### src/rtl/rto_spi_sequencer.sv
//============================================================================
// Module   : rto_spi_sequencer
// Brief    : Queues timed RTO entries and replays each payload as an SPI
//            mode-0 write to DDS/DAC peripherals, reporting dropped entries.
// Revision : 1.0 - initial release
//============================================================================
`default_nettype none

module rto_spi_sequencer #(
    parameter int CLK_DIV     = 2,
    parameter int QUEUE_DEPTH = 4,
    parameter int NUM_CS      = 4,
    parameter int CS_SETUP    = 2,
    parameter int CS_HOLD     = 2
) (
    input  logic              clk,
    input  logic              reset,
    input  logic              counter_matched,
    input  logic [127:0]      rto_in,
    output logic              spi_sclk,
    output logic              spi_mosi,
    output logic [NUM_CS-1:0] spi_cs_n,
    output logic              busy,
    output logic              overflow_error,
    output logic [127:0]      overflow_error_data
);

    localparam int              c_AW         = $clog2(QUEUE_DEPTH);
    localparam int              c_EW         = 45;
    localparam logic [c_AW:0]   c_DEPTH      = (c_AW+1)'(QUEUE_DEPTH);
    localparam logic [15:0]     c_SETUP_LAST = 16'(CS_SETUP - 1);
    localparam logic [15:0]     c_HOLD_LAST  = 16'(CS_HOLD - 1);
    localparam logic [15:0]     c_DIV_LAST   = 16'(CLK_DIV - 1);

    typedef enum logic [1:0] {
        S_IDLE  = 2'd0,
        S_SETUP = 2'd1,
        S_SHIFT = 2'd2,
        S_HOLD  = 2'd3
    } state_t;

    // Only the fields the shifter needs are stored: {lsb_first, cs_mask, nbits, payload}
    logic [c_EW-1:0]   r_queue [QUEUE_DEPTH];
    logic [c_AW-1:0]   r_wr_ptr;
    logic [c_AW-1:0]   r_rd_ptr;
    logic [c_AW:0]     r_count;

    state_t            r_state;
    logic [15:0]       r_cnt;
    logic [31:0]       r_shreg;
    logic [5:0]        r_bits_left;

    logic              w_full;
    logic              w_pop;
    logic              w_push;
    logic              w_drop;
    logic [c_EW-1:0]   w_head;
    logic [7:0]        w_nbits_raw;
    logic [5:0]        w_nbits;
    logic [NUM_CS-1:0] w_mask;
    logic [31:0]       w_shl;
    logic [31:0]       w_rev;
    logic [31:0]       w_aligned;

    assign w_full = (r_count == c_DEPTH);
    assign w_pop  = (r_state == S_IDLE) && (r_count != '0);
    assign w_push = counter_matched && (!w_full || w_pop);
    assign w_drop = counter_matched && w_full && !w_pop;

    assign w_head      = r_queue[r_rd_ptr];
    assign w_nbits_raw = w_head[39:32];
    assign w_nbits     = ((w_nbits_raw == 8'd0) || (w_nbits_raw > 8'd32)) ? 6'd32 : w_nbits_raw[5:0];
    assign w_mask      = w_head[40 +: NUM_CS];

    // Both bit orders are normalised so the next bit to send is always at bit 0.
    assign w_shl = w_head[31:0] << (6'd32 - w_nbits);
    always_comb begin
        w_rev = '0;
        for (int i = 0; i < 32; i++) begin
            w_rev[i] = w_shl[31-i];
        end
    end
    assign w_aligned = w_head[44] ? w_head[31:0] : w_rev;

    assign busy = (r_state != S_IDLE) || (r_count != '0);

    always_ff @(posedge clk) begin
        if (w_push) begin
            r_queue[r_wr_ptr] <= {rto_in[108:96], rto_in[31:0]};
        end
    end

    always_ff @(posedge clk) begin
        if (reset) begin
            r_wr_ptr            <= '0;
            r_rd_ptr            <= '0;
            r_count             <= '0;
            overflow_error      <= 1'b0;
            overflow_error_data <= '0;
        end else begin
            if (w_push) begin
                r_wr_ptr <= r_wr_ptr + 1'b1;
            end
            if (w_pop) begin
                r_rd_ptr <= r_rd_ptr + 1'b1;
            end
            case ({w_push, w_pop})
                2'b10:   r_count <= r_count + 1'b1;
                2'b01:   r_count <= r_count - 1'b1;
                default: r_count <= r_count;
            endcase
            overflow_error <= w_drop;
            if (w_drop) begin
                overflow_error_data <= rto_in;
            end
        end
    end

    always_ff @(posedge clk) begin
        if (reset) begin
            r_state     <= S_IDLE;
            r_cnt       <= '0;
            r_shreg     <= '0;
            r_bits_left <= '0;
            spi_sclk    <= 1'b0;
            spi_mosi    <= 1'b0;
            spi_cs_n    <= '1;
        end else begin
            case (r_state)
                S_IDLE: begin
                    spi_sclk <= 1'b0;
                    spi_mosi <= 1'b0;
                    spi_cs_n <= '1;
                    r_cnt    <= '0;
                    if (w_pop && (w_mask != '0)) begin
                        r_state     <= S_SETUP;
                        spi_cs_n    <= ~w_mask;
                        spi_mosi    <= w_aligned[0];
                        r_shreg     <= w_aligned >> 1;
                        r_bits_left <= w_nbits;
                    end
                end
                S_SETUP: begin
                    if (r_cnt == c_SETUP_LAST) begin
                        r_state <= S_SHIFT;
                        r_cnt   <= '0;
                    end else begin
                        r_cnt <= r_cnt + 16'd1;
                    end
                end
                S_SHIFT: begin
                    if (r_cnt == c_DIV_LAST) begin
                        r_cnt <= '0;
                        if (!spi_sclk) begin
                            spi_sclk <= 1'b1;
                        end else begin
                            // Falling edge: data advances here so it is stable at the next rise.
                            spi_sclk <= 1'b0;
                            if (r_bits_left == 6'd1) begin
                                r_state <= S_HOLD;
                            end else begin
                                spi_mosi    <= r_shreg[0];
                                r_shreg     <= r_shreg >> 1;
                                r_bits_left <= r_bits_left - 6'd1;
                            end
                        end
                    end else begin
                        r_cnt <= r_cnt + 16'd1;
                    end
                end
                S_HOLD: begin
                    if (r_cnt == c_HOLD_LAST) begin
                        r_state  <= S_IDLE;
                        r_cnt    <= '0;
                        spi_cs_n <= '1;
                        spi_mosi <= 1'b0;
                    end else begin
                        r_cnt <= r_cnt + 16'd1;
                    end
                end
                default: r_state <= S_IDLE;
            endcase
        end
    end

endmodule

`default_nettype wire

### config.mk
export PLATFORM = sky130hd
export DESIGN_NAME = rto_spi_sequencer
export DESIGN_NICKNAME = d
export VERILOG_FILES = /design/src/rtl/rto_spi_sequencer.sv
export SDC_FILE = /design/constraint.sdc
export NUM_CORES = 1
export LEC_CHECK = 0
export BUFFER_PORTS_ARGS = -buffer_cell sky130_fd_sc_hd__buf_2
export CORE_MARGIN = 10
export CORE_UTILIZATION = 35
export CTS_BUF_LIST = sky130_fd_sc_hd__clkbuf_2
export DETAILED_ROUTE_END_ITERATION = 16
export GPL_ROUTABILITY_DRIVEN = 0
export SYNTH_ARGS = -nofsm -noshare
export SYNTH_HDL_FRONTEND = slang
export SYNTH_SLANG_ARGS = --single-unit
### constraint.sdc
create_clock -name clk -period 3.8 [get_ports clk]
set_input_delay 0.38 -clock clk [delete_from_list [all_inputs] [get_ports clk]]
set_output_delay 0.38 -clock clk [all_outputs]
set_load 0.005 [all_outputs]
* Yosys cells after proc, flatten, opt, wreduce, memory -nomap -nowiden *
Memories as Yosys holds them, arrays and structs flattened. A register that Yosys moved wholly into a read port is not among the register bits.
Cells that the tools add are included.

word-level totals
  flip-flop bits (word level) = 198
  memory bits (writable) = 180
  input bits = 131
  output and inout port bits = 136
  logic and storage cells = 101
  memories = 1

memories
  memory   depth  width  rd ports  clocked after memory_dff  wr ports  line  text
  r_queue  4      45     1         1                         1         43    logic [c_EW-1:0] r_queue [QUEUE_DEPTH];

cells by class
  add/subtract/negate cells = 7
  $lt $le $gt $ge = 1
  equal/unequal tests = 15
  shifts and indexed selects = 1
  mux-type cells = 38
  bitwise logic cells = 1
  reduce and logical (&&, ||, !) cells = 25

operators with widths
  operator                                            number
  2-to-1 mux 32 bit                                   5
  case mux 32 bit (2 select lines)                    1
  case mux 16 bit (2 select lines)                    1
  left shift 32 x 6 -> 32 bit                         1
  2-to-1 mux 6 bit                                    5
  adder 16 x 1 -> 16 bit, second input constant       1
  == test 16 x 1 -> 1 bit, second input constant      1
  2-to-1 mux 16 bit                                   1
  2-to-1 mux 2 bit                                    8
  inequality test 2 bit, second input constant        6
  case mux 6 bit (2 select lines)                     1
  AND reduction 5 bit                                 2
  2-to-1 mux 1 bit                                    9
  > comparator 8 x 6 -> 1 bit, second input constant  1
  zero test 8 bit                                     1
  2-to-1 mux 4 bit                                    2
  case mux 2 bit (4 select lines)                     1
  case mux 4 bit (2 select lines)                     1
  nonzero test 2 bit                                  4
  == test 2 bit, second input constant                3
  == test 6 x 1 -> 1 bit, second input constant       1
  case mux 3 bit (2 select lines)                     1
  AND reduction 6 bit                                 1
  nonzero test 3 bit                                  2
  other kinds (18)                                    28

* Longest topological paths before layout *
  depth in word-level cells = 8
  gate-level depth with buffers = 18
  gate-level depth less buffers = 13

* Worst setup path before layout *
No wires, ideal clock.

  kind = flip-flop to flip-flop
  start = reg (tool-made name)
  end = reg r_shreg[15]
  library setup time = 0.132 ns
  arrival time = 3.674 ns
  setup slack = -0.006 ns
  stages on the path, launching flop included = 17
  buffers on the path = 6
  period minus slack after synthesis = 3.806 ns
  path through = dfxtp_1 -> buf_6 -> mux4_2 -> inv_1 -> a21oi_4 -> buf_4 -> inv_2 -> buf_2 -> ha_1 -> clkbuf_1 -> inv_2 -> buf_1 -> clkbuf_1 -> o21ai_0 -> o211a_1 -> a221oi_1 -> nor3_1

RTL lines
  element               line  text
  to (signal assigned)  139   r_shreg <= w_aligned >> 1;
  to (signal assigned)  163   r_shreg <= r_shreg >> 1;
  to (decl)             50    logic [31:0] r_shreg;

==> results.json <==
{
  "status": "completed",
  "crit_slowest_cell": "mux4_2",
  "max-cap-violations": 0,
  "grt.total_usage": 0.1759,
  "setup_viol": 0,
  "cts-htree-levels": 3,
  "total_power_mw": 13.51,
  "syn-num-nets": 1704,
  "grt_max_degree": 76,
  "stdcell_area_sq_mm": 0.02193,
  "synth.distinct_cells": 85,
  "pre_cts_ws_ps": 301.4,
  "drt_iter0_drc": 1199,
  "postCtsSetupBuffers": 0,
  "finalSetupTns_ps": 0,
  "crit_top_cell": "buf_4",
  "hp-class": "input port to flop",
  "yosysSeqAreaShare": 0.5557,
  "crit_fanout": 7,
  "fin_skew_ps": 110.5,
  "yosys.area.top_type_share": 0.3199,
  "io_buffers": 266,
  "hold_end": "r_queue[3][18]",
  "grt_overflow": 0,
  "min_path_cells": 2,
  "register_area_sq_mm": 0.009392,
  "synth-edff-count": 180,
  "endpoint_kind": "flop",
  "fmax_ghz": 0.2752,
  "die_h_microns": 239.7,
  "synthCells": 1558,
  "path_clk_slew_ps": 110,
  "cts_tree": "done",
  "cts_root_buf": "clkbuf_2",
  "slew_viol_final": 0,
  "ff2ff_setup_slack_ps": 170,
  "design.final.nets": 2207,
  "syn2layout_area_growth_pct": 29.79,
  "pin_count": 267,
  "fp.coreArea_sq_mm": 0.04775,
  "multiInputGateArea_sq_mm": 0.006855,
  "r2r_end": "r_shreg[21]",
  "syn_avg_cell_area_sq_um": 10.84,
  "final_util": 0.4593,
  "leakage_nw": 8.366,
  "met1_usage": 0.2103,
  "arrival_ps": 4520,
  "synth_seq_cells": 379,
  "power_density_mw_per_mm2": 616.0,
  "synthFlopType": "dfxtp_1",
  "setup_ws_ps": 166.7,
  "worstPathRequired_ps": 4690,
  "numCtsBuffers": 96,
  "via_per_inst": 5.255,
  "dp.cells": 2379,
  "num_rows": 80,
  "crit_path_start_kind": "flop",
  "fin_crit_sh": 0.9561,
  "drc_errors": 0,
  "reg2regPathDepth": 13,
  "die-area_sq_mm": 0.05746,
  "yosys_warnings": 0,
  "grt_pass1_wl_microns": 80500,
  "grtUsageMet3": 0.04896,
  "die_w_microns": 239.7,
  "ir_drop_mv": 0.3181,
  "num-fill-cells": 4277,
  "tightest_slew_ps": 893.2,
  "wl_per_cell_microns": 18.80,
  "path_class": "flop to flop",
  "async_flop_share": 0,
  "worstHoldStart": "rto_in[18]",
  "hold_ws_ps": 109.9,
  "dp_hpwl_microns": 32960,
  "final_antenna_net_count": 0,
  "vias": 14490,
  "finalHoldViolCount": 0,
  "clk_path_buf_depth": 3,
  "syn-cell-area_sq_mm": 0.01689,
  "antenna_found_initial": 2,
  "critPathMaxStageDelay_ps": 530,
  "rsz0062_at_grt": "false",
  "drive_gt1_frac": 0.2630,
  "maxSlewHeadroom": 0.4045,
  "first_pass_iters": 6,
  "initial_core_util": 0.3539,
  "layout_min_cycle_time_ps": 3633,
  "busiest_layer": "met2",
  "clk_latency_ps": 1080,
  "cp_cell_sequence": "buf_4 -> mux4_2 -> nand2_1 -> ha_1 -> buf_4 -> inv_1 -> xnor2_4 -> buf_4 -> mux2i_1 -> mux2i_1 -> a221o_1 -> nand3_2 -> a21oi_2",
  "dpl_cell_area_sq_mm": 0.01895,
  "stdcell_count": 2758,
  "met2_usage": 0.2922,
  "yosysTopAreaCell": "edfxtp_1",
  "synth.area.top_cells": "edfxtp_1 (32%), dfxtp_1 (24%), nand2_1 (7.2%), mux4_2 (6.0%), a21oi_1 (5.4%)",
  "clock_sinks": 379,
  "grt_pass1_vias": 14690,
  "finalWirelength_microns": 51840
}
-- Yosys cell counts, types with 15 or more instances --
| library cell | n |
|---|---|
| a21oi_1 | 181 |
| buf_2 | 15 |
| clkbuf_1 | 72 |
| dfxtp_1 | 199 |
| edfxtp_1 | 180 |
| inv_1 | 31 |
| mux2i_1 | 54 |
| mux4_2 | 45 |
| nand2_1 | 322 |
| nand3_1 | 21 |
| nor2_1 | 76 |
| nor3_1 | 24 |
| o21ai_0 | 46 |
| o221ai_1 | 18 |
-- metal layers --
metal | up-vias | part of all wire
met3 | 125 | 0.086
li1 | 6733 | -
met4 | 0 | 0.029
met2 | 655 | 0.49
met1 | 6980 | 0.40
met5 | - | 0
-- layout by cell type (no fill, tap or decap), types with 18 or more instances in the layout --
master	netlist	final
a21oi_1	181	181
buf_2	15	265
buf_4	8	48
clkbuf_2	0	143
clkinv_1	1	26
dfxtp_1	199	197
dlygate4sd3_1	0	199
edfxtp_1	180	180
inv_1	31	31
mux2i_1	54	54
mux4_2	45	45
nand2_1	322	321
nand3_1	21	21
nor2_1	76	76
nor3_1	24	24
o21ai_0	46	46
o221ai_1	18	18
-- logic make-up (layout without fill, tap and decap cells) --
| family | count (synthesis) | after routing | share of synthesized area |
|---|---|---|---|
| AO/OA/AOI/OAI | 360 | 360 | 0.1347 |
| multiplexers | 116 | 116 | 0.1113 |
| flip-flops | 379 | 379 | 0.5557 |
| XOR/XNOR | 22 | 22 | 0.01296 |
| AND/OR/NAND/NOR | 517 | 517 | 0.1331 |
| adder cells (fa/ha/maj) | 15 | 15 | 0.01155 |
| buffers and inverters | 149 | 732 | 0.04066 |
| other | 0 | 2 | 0 |
-- worst max-delay path by stage --
stage	cells past startpoint	slack (ps)	end	startpoint
floorplan	16	50	r_shreg[21]	flop
global route	14	20	r_shreg[0]	flop
detailed placement	10	300	r_shreg[22]	flop
global placement	10	320	r_shreg[22]	flop
finish	13	170	r_shreg[21]	flop
CTS	10	250	r_shreg[22]	flop
-- power by group --
group	internal (mW)	switching, mW
clock	1.28	1.68
sequential	4.65	0.163
combinational	2.28	3.45
total	8.21	5.30
-- sequential cells by signal (all words and copies together), names as in the netlist, named ones only --
register,count
overflow_error,1
overflow_error_data,128
r_bits_left,6
r_cnt,16
r_count,3
r_queue,180
r_rd_ptr,2
r_shreg,31
r_state,2
r_wr_ptr,2
spi_cs_n,4
spi_mosi,1
spi_sclk,1
-- critical path: cells and delay by family, from the launching register on --
family          cells  cell delay (ps)
mux                 3             1080
buf+inv             4              670
xor+xnor            1              340
flops               1              360
fa+ha+maj           1              280
simple gates        2              220
compound gates      2              470
-- repair_timing --
| item | in CTS | in global routing |
|---|---|---|
| hold buffers | 199 | 0 |
| hold endpoints to repair | 353 | 0 |
| resized for setup | 0 | 1 |
| setup endpoints to repair | 0 | 3 |
-- cell type report --
| type | instances | share of cell area |
|---|---|---|
| timing repair buffer | 519 | 0.1738 |
| tap | 615 | 0.03509 |
| antenna | 2 | 0.0002282 |
| clock buffer | 143 | 0.03264 |
| sequential | 379 | 0.4283 |
| inverter | 35 | 0.005991 |
| clock inverter | 35 | 0.01136 |
| multi-input combinational | 1030 | 0.3126 |
Power figures use the tool's default switching activity.
